[src/rtl/gpio_bank_arbiter.sv]
// gpio_bank_arbiter
// Shares one user I/O bank between NUM_REQ requesters. Ownership is granted
// round-robin with a bounded hold time. A tri-state turnaround of TURN_CYC
// cycles separates consecutive owners so two drivers never overlap on the pads.
// Optional feature macro: GPIO_ARB_PRIO0_EN (requester 0 becomes high priority).
module gpio_bank_arbiter #(
  parameter int NUM_REQ  = 4,
  parameter int DATA_W   = 8,
  parameter int MAX_HOLD = 255,
  parameter int TURN_CYC = 1
) (
  input  logic                      wb_clk_i,
  input  logic                      wb_rst_i,
  input  logic [NUM_REQ-1:0]        req,
  input  logic [NUM_REQ*DATA_W-1:0] req_data,
  input  logic [NUM_REQ*DATA_W-1:0] req_oeb,
  output logic [NUM_REQ-1:0]        gnt,
  output logic [DATA_W-1:0]         io_out,
  output logic [DATA_W-1:0]         io_oeb,
  output logic                      busy,
  output logic                      preempt
);

  localparam int IDX_W  = $clog2(NUM_REQ);
  localparam int HOLD_W = $clog2(MAX_HOLD);
  localparam int TURN_W = (TURN_CYC > 1) ? $clog2(TURN_CYC) : 1;

  localparam logic [HOLD_W-1:0] HOLD_MAX  = HOLD_W'(MAX_HOLD - 1);
  localparam logic [TURN_W-1:0] TURN_LAST = TURN_W'(TURN_CYC - 1);
  localparam logic [IDX_W-1:0]  IDX_LAST  = IDX_W'(NUM_REQ - 1);

  typedef enum logic [1:0] {
    ST_IDLE,
    ST_GRANT,
    ST_TURN
  } state_t;

  state_t              state_q,    state_d;
  logic [NUM_REQ-1:0]  gnt_q,      gnt_d;
  logic [IDX_W-1:0]    owner_q,    owner_d;
  logic [IDX_W-1:0]    last_idx_q, last_idx_d;
  logic [HOLD_W-1:0]   hold_cnt_q, hold_cnt_d;
  logic [TURN_W-1:0]   turn_cnt_q, turn_cnt_d;
  logic [DATA_W-1:0]   io_out_q,   io_out_d;
  logic [DATA_W-1:0]   io_oeb_q,   io_oeb_d;
  logic                preempt_q,  preempt_d;

  // Per-requester views of the flattened data / enable buses.
  logic [DATA_W-1:0] data_arr [NUM_REQ];
  logic [DATA_W-1:0] oeb_arr  [NUM_REQ];

  genvar gi;
  generate
    for (gi = 0; gi < NUM_REQ; gi++) begin : g_slice
      assign data_arr[gi] = req_data[gi*DATA_W +: DATA_W];
      assign oeb_arr[gi]  = req_oeb[gi*DATA_W +: DATA_W];
    end
  endgenerate

  logic             win_found;
  logic [IDX_W-1:0] win_idx;
  logic             others_wait;
  logic             force_rel;

  // Arbiter: first set request after last_idx, wrapping; descending loop so
  // the closest candidate is the one left standing.
  always_comb begin
    logic [IDX_W-1:0] cand;
    cand      = '0;
    win_found = |req;
    win_idx   = '0;
    for (int k = NUM_REQ; k >= 1; k--) begin
      cand = IDX_W'((int'(last_idx_q) + k) % NUM_REQ);
      if (req[cand]) begin
        win_idx = cand;
      end
    end
`ifdef GPIO_ARB_PRIO0_EN
    if (req[0]) begin
      win_idx = '0;
    end
`endif
  end

  // Forced-release decision for the current owner.
  always_comb begin
    others_wait = |(req & ~gnt_q);
`ifdef GPIO_ARB_PRIO0_EN
    force_rel = (owner_q != '0) &&
                (((hold_cnt_q == HOLD_MAX) && others_wait) ||
                 ((hold_cnt_q != '0) && req[0]));
`else
    force_rel = (hold_cnt_q == HOLD_MAX) && others_wait;
`endif
  end

  // Next-state and next-output logic; every register holds unless changed.
  always_comb begin
    state_d    = state_q;
    gnt_d      = gnt_q;
    owner_d    = owner_q;
    last_idx_d = last_idx_q;
    hold_cnt_d = hold_cnt_q;
    turn_cnt_d = turn_cnt_q;
    io_out_d   = io_out_q;
    io_oeb_d   = io_oeb_q;
    preempt_d  = 1'b0;

    case (state_q)
      ST_IDLE: begin
        if (win_found) begin
          state_d    = ST_GRANT;
          gnt_d      = NUM_REQ'(1) << win_idx;
          owner_d    = win_idx;
          hold_cnt_d = '0;
`ifdef GPIO_ARB_PRIO0_EN
          if (win_idx != '0) last_idx_d = win_idx;
`else
          last_idx_d = win_idx;
`endif
        end
      end

      ST_GRANT: begin
        // Pads follow the owner with one cycle of latency.
        io_out_d = data_arr[owner_q];
        io_oeb_d = oeb_arr[owner_q];
        if (hold_cnt_q != HOLD_MAX) begin
          hold_cnt_d = hold_cnt_q + 1'b1;
        end
        // Voluntary release takes precedence over a forced one.
        if (!req[owner_q] || force_rel) begin
          state_d    = ST_TURN;
          gnt_d      = '0;
          io_oeb_d   = '1;
          hold_cnt_d = '0;
          turn_cnt_d = '0;
          preempt_d  = req[owner_q];
        end
      end

      ST_TURN: begin
        if (turn_cnt_q == TURN_LAST) begin
          if (win_found) begin
            state_d    = ST_GRANT;
            gnt_d      = NUM_REQ'(1) << win_idx;
            owner_d    = win_idx;
            hold_cnt_d = '0;
`ifdef GPIO_ARB_PRIO0_EN
            if (win_idx != '0) last_idx_d = win_idx;
`else
            last_idx_d = win_idx;
`endif
          end else begin
            state_d = ST_IDLE;
          end
        end else begin
          turn_cnt_d = turn_cnt_q + 1'b1;
        end
      end

      default: begin
        state_d  = ST_IDLE;
        gnt_d    = '0;
        io_oeb_d = '1;
      end
    endcase
  end

  // State register; reset releases the pads immediately.
  always_ff @(posedge wb_clk_i or posedge wb_rst_i) begin
    if (wb_rst_i) begin
      state_q    <= ST_IDLE;
      gnt_q      <= '0;
      owner_q    <= '0;
      last_idx_q <= IDX_LAST;
      hold_cnt_q <= '0;
      turn_cnt_q <= '0;
      io_out_q   <= '0;
      io_oeb_q   <= '1;
      preempt_q  <= 1'b0;
    end else begin
      state_q    <= state_d;
      gnt_q      <= gnt_d;
      owner_q    <= owner_d;
      last_idx_q <= last_idx_d;
      hold_cnt_q <= hold_cnt_d;
      turn_cnt_q <= turn_cnt_d;
      io_out_q   <= io_out_d;
      io_oeb_q   <= io_oeb_d;
      preempt_q  <= preempt_d;
    end
  end

  assign gnt     = gnt_q;
  assign io_out  = io_out_q;
  assign io_oeb  = io_oeb_q;
  assign busy    = (state_q != ST_IDLE);
  assign preempt = preempt_q;

endmodule
[config.mk]
export PLATFORM = sky130hd
export DESIGN_NAME = gpio_bank_arbiter
export DESIGN_NICKNAME = d
export VERILOG_FILES = /design/src/rtl/gpio_bank_arbiter.sv
export SDC_FILE = /design/constraint.sdc
export NUM_CORES = 1
export LEC_CHECK = 0
export CAP_MARGIN = 5
export CELL_PAD_IN_SITES_DETAIL_PLACEMENT = 0
export CELL_PAD_IN_SITES_GLOBAL_PLACEMENT = 1
export CORE_UTILIZATION = 33
export DETAILED_ROUTE_END_ITERATION = 16
export GPL_TIMING_DRIVEN = 0
export PLACE_DENSITY_LB_ADDON = 0.15
export SKIP_CTS_REPAIR_TIMING = 1
export SLEW_MARGIN = 5
export SYNTH_ARGS = -nofsm -noshare
export SYNTH_HDL_FRONTEND = slang
export SYNTH_SLANG_ARGS = --single-unit
[constraint.sdc]
create_clock -name wb_clk_i -period 4.3 [get_ports wb_clk_i]
set_clock_uncertainty 0.2 [all_clocks]
set_input_delay 1.29 -clock wb_clk_i [delete_from_list [all_inputs] [get_ports wb_clk_i]]
set_output_delay 1.29 -clock wb_clk_i [all_outputs]
set_load 0.02 [all_outputs]
==> run metrics, run 1 <==
outcome complete, no violations; number of antenna violations at the first check in global routing 0; number of distinct library cells after synthesis 40; CTS max path bufs 2; Max IR drop VDD 0.2764 mV; Synth Cell Area 0.002033 mm2; combinational family with the most area after synthesis multiplexers; TritonCTS clock tree done; CP bufs+invs 2; ratio of final minimum period to clock period 79.91%; Req. time, crit path 2810 ps; prevailing post-synth register cell sky130_fd_sc_hd__dfrtp_1; row count 28; switching share of total power 39.34%; Cells after DPL 351; flip-flop and latch count after synthesis 35; via count of the routed design 1820; number of buffers inserted during clock tree synthesis 5; HPWL after detailed placement 3920 um; xor/xnor cell area share of the yosys netlist 1.292%; unrepaired setup endpoints after global routing false; slowest cell delay on critical path 600 ps; Clock Latency Late Sink 290 ps; final RePlAce weighted congestion 0.7066; worst-path maximum fanout 10; part of the total power dissipated in sequential elements 30.5%; Net Sw Power 715.9 uW; number of global-route vias before repair 1798; relative slew slack 39.35%; detailed-routing iteration count for the pre-antenna-repair pass 4; post-CTS clock slew at the launch and capture registers of the worst setup and hold paths 70 ps; global-route usage over all layers 17.88%; internal power of the cells 1104 uW; largest net degree at the start of global routing 36; Die Area 0.006479 mm2; setup TNS 0 ps; post-synthesis net count 257; clock power share 13.4%; kind of critical path reg2out; cell family with the largest share of critical-path delay buffers and inverters; Final Hold Viols 0; first-pass GRT wire length 8714 um; Initial Utilization 34.34%; synthesized-area fraction occupied by and/or/nand/nor cells 18.34%; crit path time final 3436 ps; total of max-cap violations 0; leading post-synthesis cells by instance count 31 x sky130_fd_sc_hd__nand2_1, 25 x sky130_fd_sc_hd__dfrtp_1, 20 x sky130_fd_sc_hd__nor2_1; number of vias per cell after detailed routing 5.084; number of enable flip-flop cells after synthesis 0; Diodes inserted 0; Starting DRT DRC Count 76; transition time at the pin with the least slew margin 898.3 ps; sequential share of the synthesized area 43.69%; final standard cell count with taps included and fillers excluded 358; global route overflow 0; detail-routed net length per standard cell 14.80 um; area growth from synthesis to layout 53.72%; I/O pins 92; Worst EP arrival 1950 ps; leading cell type by number of instances after synthesis sky130_fd_sc_hd__nand2_1; number of H-tree branching levels 2; compound-cell area share of the yosys netlist 12.18%; floorplan die width 80.50 um; count of endpoints failing setup in the final report 0; Max Slew Vio Count 0; count of input and output buffers 91; number of nets with antenna violations after routing 0; count of yosys warnings during synthesis 0; FMAX 0.2910 GHz; fraction of the mapped netlist area in adder cells 1.231%; share of synthesized registers carrying an async set or reset 100.0%; fraction of layout cells with a size suffix above 1 14.84%; static leakage 0.001283 uW; portion of total power attributed to combinational logic 56.1%; crit start category flop; mux contribution to synthesized area 20.06%; power density of the placed cells 582.2 mW/mm2; Avg Cell Area, Syn 10.99 um2; area share of the largest cell type after synthesis 30.77%; Vert. Die Dim 80.50 um; residual DRC count 0; worst-path cell with the longest stage delay sky130_fd_sc_hd__clkdlybuf4s50_1; fin nets 355; cells taking the most area after synthesis sky130_fd_sc_hd__dfrtp_1 31%, sky130_fd_sc_hd__mux4_2 13%, sky130_fd_sc_hd__dfstp_2 13%; Num Clock Sinks 35; CP Capture Type primary output; cells after synthesis 185; cell type contributing the most total cell area after synthesis sky130_fd_sc_hd__dfrtp_1; cell-by-cell listing of the critical path clkbuf_1, or2_2, clkdlybuf4s50_1; path class of the lowest-slack min-delay path reg2reg; core box area 0.005921 mm2; library cell used as clock root buffer sky130_fd_sc_hd__clkbuf_8; Detailed Route WL 5298 um
-- power groups by stage --
stage	clock network (uW)	registers, uW	logic (uW)
final	244	555	1020
after global routing	265	570	1120
after CTS	251	557	1040
after detailed placement	0	559	1040
after global placement	0	554	1030
after floorplan	0	642	564
-- through the flow --
stage / hold slack [ps] / setup slack [ps] / area (um2) / util (%) / total power [uW]
6_report: 277.0 / 863.9 / 3126 / 52.79 / 1820
5_1_grt: 306.5 / 770.2 / 3126 / 52.79 / 1952
4_1_cts: 278.2 / 833.5 / 3126 / 52.79 / 1846
3_5_place_dp: 261.5 / 847.5 / 3038 / 51.31 / 1594
3_3_place_gp: 258.2 / 873.2 / 3038 / 51.31 / 1582
2_1_floorplan: 283.8 / 1730 / 2033 / - / 1206
-- state kept, by name, summed over array words and instances (netlist names) --
name	cells
io_out	8
preempt	1
owner_q	2
hold_cnt_q	8
state_q	2
gnt	4
io_oeb	8
last_idx_q	2
-- path summary, 6_finish.rpt --
path | start | end | slack [ps] | cells after the start
worst max-delay path | state_q[0] | busy | 860 | 3
worst min-delay path | io_out[4] | io_out[4] | 280 | 2
worst max register to register | hold_cnt_q[0] | io_oeb[6] | 2140 | 7
worst min register to register | io_out[4] | io_out[4] | 280 | 2
max in group asynchronous | wb_rst_i | preempt | 2180 | 2
min in group asynchronous | wb_rst_i | hold_cnt_q[2] | 1250 | 2
-- kinds of logic after synthesis --
kind of cell               Yosys count
buffers and inverters               14
and+or+nand+nor                     80
DFF                                 35
xor gates and xnor gates             3
muxes                               19
adders and majority gates            2
AOI/OAI and AO/OA                   32
-- cell type report --
class | instances | area (um2)
fillers | 549 | 2795
plain buffers | 9 | 46.29
clock inverters | 1 | 5.005
clock buffers | 6 | 82.58
flip-flops and latches | 35 | 888.4
inverters | 5 | 18.77
multi-input cells | 136 | 1080
repair buffers | 91 | 910.9
well taps | 75 | 93.84
-- tightest hold or removal path, cell delays in order, from the launching register on --
cell and delay, ps:
sky130_fd_sc_hd__dfrtp_1 340, sky130_fd_sc_hd__nand2_1 50, sky130_fd_sc_hd__nand2_1 50
-- placed cells by master, fill, tap and decap left out, types with 3 or more instances in the layout --
master	n
sky130_fd_sc_hd__o21ai_0	3
sky130_fd_sc_hd__mux4_2	12
sky130_fd_sc_hd__nand3_1	4
sky130_fd_sc_hd__inv_1	4
sky130_fd_sc_hd__nor2_1	20
sky130_fd_sc_hd__nor3_1	3
sky130_fd_sc_hd__or2_2	3
sky130_fd_sc_hd__clkbuf_1	3
sky130_fd_sc_hd__xnor2_1	3
sky130_fd_sc_hd__clkdlybuf4s50_1	91
sky130_fd_sc_hd__nand4_1	3
sky130_fd_sc_hd__dfstp_2	10
sky130_fd_sc_hd__clkbuf_8	6
sky130_fd_sc_hd__mux4_1	4
sky130_fd_sc_hd__buf_2	4
sky130_fd_sc_hd__nor2b_1	3
sky130_fd_sc_hd__nand2_1	31
sky130_fd_sc_hd__o22a_1	10
sky130_fd_sc_hd__a21oi_1	3
sky130_fd_sc_hd__dfrtp_1	25
sky130_fd_sc_hd__a21o_1	5
sky130_fd_sc_hd__nand2b_1	6
-- routing by layer --
metal	global-route usage [%]	wire (um)	vias to the layer above
met5	0	0	-
li1	-	-	873
met2	29.83	2506	61
met1	22.44	2340	878
met4	4.821	62	0
met3	5.114	389	8
Power figures use the tool's default switching activity.
==> inputs of run 2 (changes only) <==
- CORE_UTILIZATION: 33 -> 31
- clock period: 4.3 -> 3.54 ns (I/O delays scaled with it)
==> run 2 against run 1 <==
Clock-buffer cell count rose by 2. Final cell count rose by 0.84%. Sequential cell count did not move. Final area rose by 0.48%. Die area rose by 6.3%. Via count fell by 0.44%. Critical endpoint unchanged. Highest routed layer unchanged.
==> run metrics, run 2 (synthesis gave the netlist of run 1 again) <==
number of buffers inserted during clock tree synthesis 5 (unchanged); Req. time, crit path 2280 ps (-530 ps); number of antenna violations at the first check in global routing 0 (unchanged); slowest cell delay on critical path 610 ps (about the same); kind of critical path reg2out; via count of the routed design 1812 (-0.44%); static leakage 0.001288 uW (+0.35%); row count 29 (+3.6%); HPWL after detailed placement 4221 um (+7.7%); count of input and output buffers 91 (unchanged); number of H-tree branching levels 2 (unchanged); Net Sw Power 858.7 uW (+20%); global route overflow 0 (unchanged); first-pass GRT wire length 9087 um (+4.3%); fraction of layout cells with a size suffix above 1 14.79% (-0.052 points); Clock Latency Late Sink 280 ps (about the same); residual DRC count 0 (unchanged); final standard cell count with taps included and fillers excluded 361 (+0.84%); TritonCTS clock tree done; Die Area 0.006887 mm2 (+6.3%); unrepaired setup endpoints after global routing false; relative slew slack 47.62% (+8.3 points); FMAX 0.3155 GHz; library cell used as clock root buffer sky130_fd_sc_hd__clkbuf_8; CTS max path bufs 2 (unchanged); utilization after layout 49.46% (-3.3 points); part of the total power dissipated in sequential elements 30.2% (-0.3 points); worst-path cell with the longest stage delay sky130_fd_sc_hd__clkdlybuf4s50_1; Max Slew Vio Count 0 (unchanged); internal power of the cells 1365 uW (+24%); most used cells in the layout excluding fill and tap cells 91 x sky130_fd_sc_hd__clkdlybuf4s50_1, 31 x sky130_fd_sc_hd__nand2_1, 25 x sky130_fd_sc_hd__dfrtp_1; total of max-cap violations 0 (unchanged); detail-routed net length per standard cell 14.79 um (about the same); area growth from synthesis to layout 54.46%; switching share of total power 38.61% (-0.73 points); end point of the most critical hold path io_out[2]; global-route usage over all layers 16.52% (-1.4 points); outcome complete, no violations; Num Clock Sinks 35 (unchanged); number of global-route vias before repair 1782 (-0.89%); Detailed Route WL 5340 um (+0.79%); count of endpoints failing setup in the final report 0 (unchanged); I/O pins 92 (unchanged); crit path time final 3170 ps; Cells after DPL 353 (+0.57%); source of the worst register-to-register timing path hold_cnt_q[0]; clock power share 14.3% (+0.9 points); CP Capture Type primary output; worst reg-to-reg path cell count 7 (unchanged); number of vias per cell after detailed routing 5.019 (-1.3%); most frequent standard cell in the layout excluding fill and tap cells sky130_fd_sc_hd__clkdlybuf4s50_1; power density of the placed cells 708.2 mW/mm2 (+22%); Starting DRT DRC Count 55 (-28%); largest net degree at the start of global routing 36 (unchanged); crit start category flop; Max IR drop VDD 0.3706 mV (+34%); ratio of final minimum period to clock period 89.54%; Hold Path Depth 2 (unchanged); instance area at placement 0.003040 mm2 (about the same); end of the worst register-to-register path io_oeb[3]; number of nets with antenna violations after routing 0 (unchanged); Initial Utilization 32.02% (-2.3 points); fin nets 355 (unchanged); path class of the lowest-slack min-delay path reg2reg; Final Hold Viols 0 (unchanged); portion of total power attributed to combinational logic 55.5% (-0.6 points); startpoint of the tightest hold check path io_out[2]; cell-by-cell listing of the critical path clkbuf_1, or2_2, clkdlybuf4s50_1; Worst EP arrival 1910 ps (-40 ps); setup TNS 0 ps (unchanged); core box area 0.006350 mm2 (+7.2%); transition time at the pin with the least slew margin 775.8 ps (-122.5 ps); cell area after layout 0.003141 mm2 (+0.48%); final RePlAce weighted congestion 0.7303 (+3.4%); worst-path maximum fanout 10 (unchanged); post-CTS clock slew at the launch and capture registers of the worst setup and hold paths 70 ps (about the same); Vert. Die Dim 82.99 um (+3.1%); reg-to-reg slack, setup 1360 ps (-780 ps); detailed-routing iteration count for the pre-antenna-repair pass 6 (+2); Diodes inserted 0 (unchanged); floorplan die width 82.99 um (+3.1%)
[run 2: cell count changes in the layout (fill, tap and decap cells not counted), sizes merged]
cell | previous run | this run
clkbuf | 9 | 11
clkinv | 1 | 0
[run 2: cell type report]
| cell class | instances | area [um2] |
|---|---|---|
| plain buffers | 9 | 46.29 |
| inverters | 5 | 18.77 |
| fillers | 599 | 3209 |
| clock buffers | 8 | 100.1 |
| flip-flops and latches | 35 | 888.4 |
| well taps | 77 | 96.34 |
| multi-input cells | 136 | 1080 |
| repair buffers | 91 | 910.9 |
[run 2: how the worst max path moves through the flow]
stage / startpoint / to / slack, ps / depth (start not counted)
global placement: req[3] / gnt[2] / 390 / 5
finish: state_q[0] / busy / 370 / 3
detailed placement: req[1] / gnt[2] / 410 / 5
CTS: state_q[0] / busy / 350 / 3
floorplan: req[1] / gnt[2] / 1200 / 5
global route: state_q[0] / busy / 270 / 3
[run 2: worst max-delay path: cells and delay by family (launching register included)]
kind                   cells  cell delay [ps]
flip-flops                 1              430
AND/OR/NAND/NOR            1              200
buffers and inverters      2             1000
[run 2: power groups by stage]
stage | clock network, uW | logic [uW] | registers, uW
3_5_place_dp | 0 | 1250 | 681
2_1_floorplan | 0 | 685 | 780
3_3_place_gp | 0 | 1250 | 676
5_1_grt | 342 | 1350 | 694
6_report | 317 | 1230 | 672
4_1_cts | 328 | 1260 | 675
[run 2: routing by layer]
layer / share of wire (%) / routed length [um] / up-vias / global-route usage [%]
met3: 2.9 / 153 / 5 / 3.181
met1: 45 / 2405 / 909 / 22.47
met4: 0.92 / 49 / 0 / 4.232
met5: 0 / 0 / - / 0
li1: - / - / 872 / -
met2: 51 / 2732 / 26 / 27.12
[run 2: metrics by stage]
stage | total power, uW | hold WS, ps | worst slack [ps]
floorplan | 1465 | 283.8 | 1198
global placement | 1927 | 257.8 | 391.6
detailed placement | 1935 | 261.9 | 413.8
CTS | 2260 | 280.0 | 354.6
global route | 2389 | 300.6 | 267.4
finish | 2224 | 275.4 | 370.3
==> inputs of run 3 (changes only) <==
- CORE_UTILIZATION: 31 -> 35
- DONT_BUFFER_PORTS: default -> 1
==> run 3 against run 2 <==
Largest cell class unchanged. Sequential power increased by 21%. Sequential share of layout area increased by 12 points. Critical path depth decreased by 1. Critical endpoint unchanged. Critical path type unchanged. Clock-buffer cell count decreased by 2. Maximum frequency increased by 16%. Via count decreased by 17%. Worst setup slack improved by 430 ps.
==> run metrics, run 3 (synthesis gave the netlist of run 1 again) <==
fin nets 264 (-26%); number of H-tree branching levels 2 (unchanged); number of buffers inserted during clock tree synthesis 5 (unchanged); count of endpoints failing setup in the final report 0 (unchanged); worst-path cell with the longest stage delay sky130_fd_sc_hd__clkbuf_1; HPWL after detailed placement 3768 um (-11%); transition time at the pin with the least slew margin 841.1 ps (+65.27 ps); routed length on met2 2429 um (-11%); path class of the lowest-slack min-delay path reg2reg; Worst EP arrival 1480 ps (-430 ps); instance area at placement 0.002123 mm2 (-30%); largest net degree at the start of global routing 36 (unchanged); ratio of final minimum period to clock period 77.43% (-12 points); crit path time final 2741 ps (-428.7 ps); DR top layer met4; post-CTS clock slew at the launch and capture registers of the worst setup and hold paths 70 ps (about the same); end of the worst register-to-register path io_oeb[2]; detail-routed net length per standard cell 18.87 um (+28%); most used cells in the layout excluding fill and tap cells 31 x sky130_fd_sc_hd__nand2_1, 25 x sky130_fd_sc_hd__dfrtp_1, 20 x sky130_fd_sc_hd__nor2_1; Vert. Die Dim 78.22 um (-5.7%); Max IR drop VDD 0.3446 mV (-7.0%); slowest cell delay on critical path 470 ps (-140 ps); Register Area 888.4 um2 (unchanged); number of global-route vias before repair 1600 (-10%); final RePlAce weighted congestion 0.7351 (+0.66%); first-pass GRT wire length 8038 um (-12%); library cell used as clock root buffer sky130_fd_sc_hd__clkbuf_8; unrepaired setup endpoints after global routing false; via count of the routed design 1509 (-17%); worst-path maximum fanout 10 (unchanged); detailed-routing iteration count for the pre-antenna-repair pass 4 (-2); floorplan die width 78.22 um (-5.7%); global-route usage over all layers 17.33% (+0.81 points); crit start category flop; most frequent standard cell in the layout excluding fill and tap cells sky130_fd_sc_hd__nand2_1; kind of critical path reg2out; routed wl met3 429 um (+180%); Final Hold Viols 0 (unchanged); Clock Latency Late Sink 290 ps (about the same); number of nets with antenna violations after routing 0 (unchanged); Req. time, crit path 2280 ps (about the same); power density of the placed cells 875.9 mW/mm2 (+24%); count of input and output buffers 0 (-100%); total of max-cap violations 0 (unchanged); source of the worst register-to-register timing path hold_cnt_q[0]; Worst Setup EP busy; global route overflow 0 (unchanged); worst reg-to-reg path cell count 7 (unchanged); post-route met1 wirelength 2095 um (-13%); relative slew slack 43.22% (-4.4 points); number of antenna violations at the first check in global routing 0 (unchanged); core box area 0.005540 mm2 (-13%); outcome complete, no violations; residual DRC count 0 (unchanged); cell-by-cell listing of the critical path clkbuf_1, or2_2; fraction of layout cells with a size suffix above 1 21.76% (+7.0 points); number of fill cells in the layout 564 (-5.8%); TritonCTS clock tree done; cell area after layout 0.002208 mm2 (-30%); reg-to-reg slack, setup 1330 ps (-30 ps); Max Slew Vio Count 0 (unchanged); Die Area 0.006118 mm2 (-11%); Detailed Route WL 5001 um (-6.3%); setup TNS 0 ps (unchanged); I/O pins 92 (unchanged); number of vias per cell after detailed routing 5.694 (+13%); timing startpoint of the critical path state_q[0]; CTS max path bufs 2 (unchanged); Num Clock Sinks 35 (unchanged); area growth from synthesis to layout 8.615%; Starting DRT DRC Count 45 (-18%); CP Capture Type primary output; Diodes inserted 0 (unchanged); Initial Utilization 36.70% (+4.7 points); static leakage 0.0009216 uW (-28%); FMAX 0.3648 GHz (+16%); multi-input logic area 0.001080 mm2 (unchanged); row count 27 (-6.9%)
==> run 3: cell types whose count changed in the layout (fill, tap and decap cells not counted) <==
cell and delta:
sky130_fd_sc_hd__clkdlybuf4s50_1 -91, sky130_fd_sc_hd__clkinv_2 +1, sky130_fd_sc_hd__clkbuf_8 -2, sky130_fd_sc_hd__clkinvlp_4 +1
==> run 3: report_power, final <==
part | internal, uW | switching (uW) | total, uW
clock | 137 | 147 | 284
sequential | 573 | 239 | 812
combinational | 387 | 451 | 839
total | 1100 | 837 | 1930
==> run 3: worst min path at each step <==
| stage | cells after the start | endpoint | slack (ps) | start |
|---|---|---|---|---|
| after floorplan | 2 | last_idx_q[0] | 280 | last_idx_q[0] |
| after detailed placement | 2 | last_idx_q[0] | 300 | last_idx_q[0] |
| final | 2 | last_idx_q[0] | 310 | last_idx_q[0] |
| after global routing | 2 | last_idx_q[0] | 350 | last_idx_q[0] |
| after global placement | 2 | last_idx_q[0] | 300 | last_idx_q[0] |
| after CTS | 2 | last_idx_q[0] | 310 | last_idx_q[0] |
==> run 3: worst max-delay path: cells and delay by family (launching register included) <==
family        cells  cell delay, ps
buf+inv           1             470
flops             1             440
simple gates      1             280
==> run 3: layout make-up <==
class	count	area share [%]
Sequential cell	35	40.23
Inverter	5	0.8499
Tap cell	72	4.079
Multi-Input combinational cell	136	48.90
Clock inverter	2	0.5666
Buffer	9	2.096
Clock buffer	6	3.286
==> run 3: per-stage QoR <==
step	hold slack, ps	worst slack [ps]	std cells	total power, uW	util, %
6_report	309.3	799.0	265	1934	39.86
5_1_grt	347.9	729.8	265	2086	39.86
4_1_cts	312.4	806.1	265	1965	39.86
3_5_place_dp	302.7	954.0	257	1671	38.32
3_3_place_gp	296.2	973.9	257	1630	38.32
2_1_floorplan	283.8	1198	185	1465	-
==> run 3: routing by layer <==
layer	up-vias	global-route usage, %
met2	82	28.95
met4	0	4.444
met5	-	0
li1	693	-
met1	728	21.87
met3	6	5.233
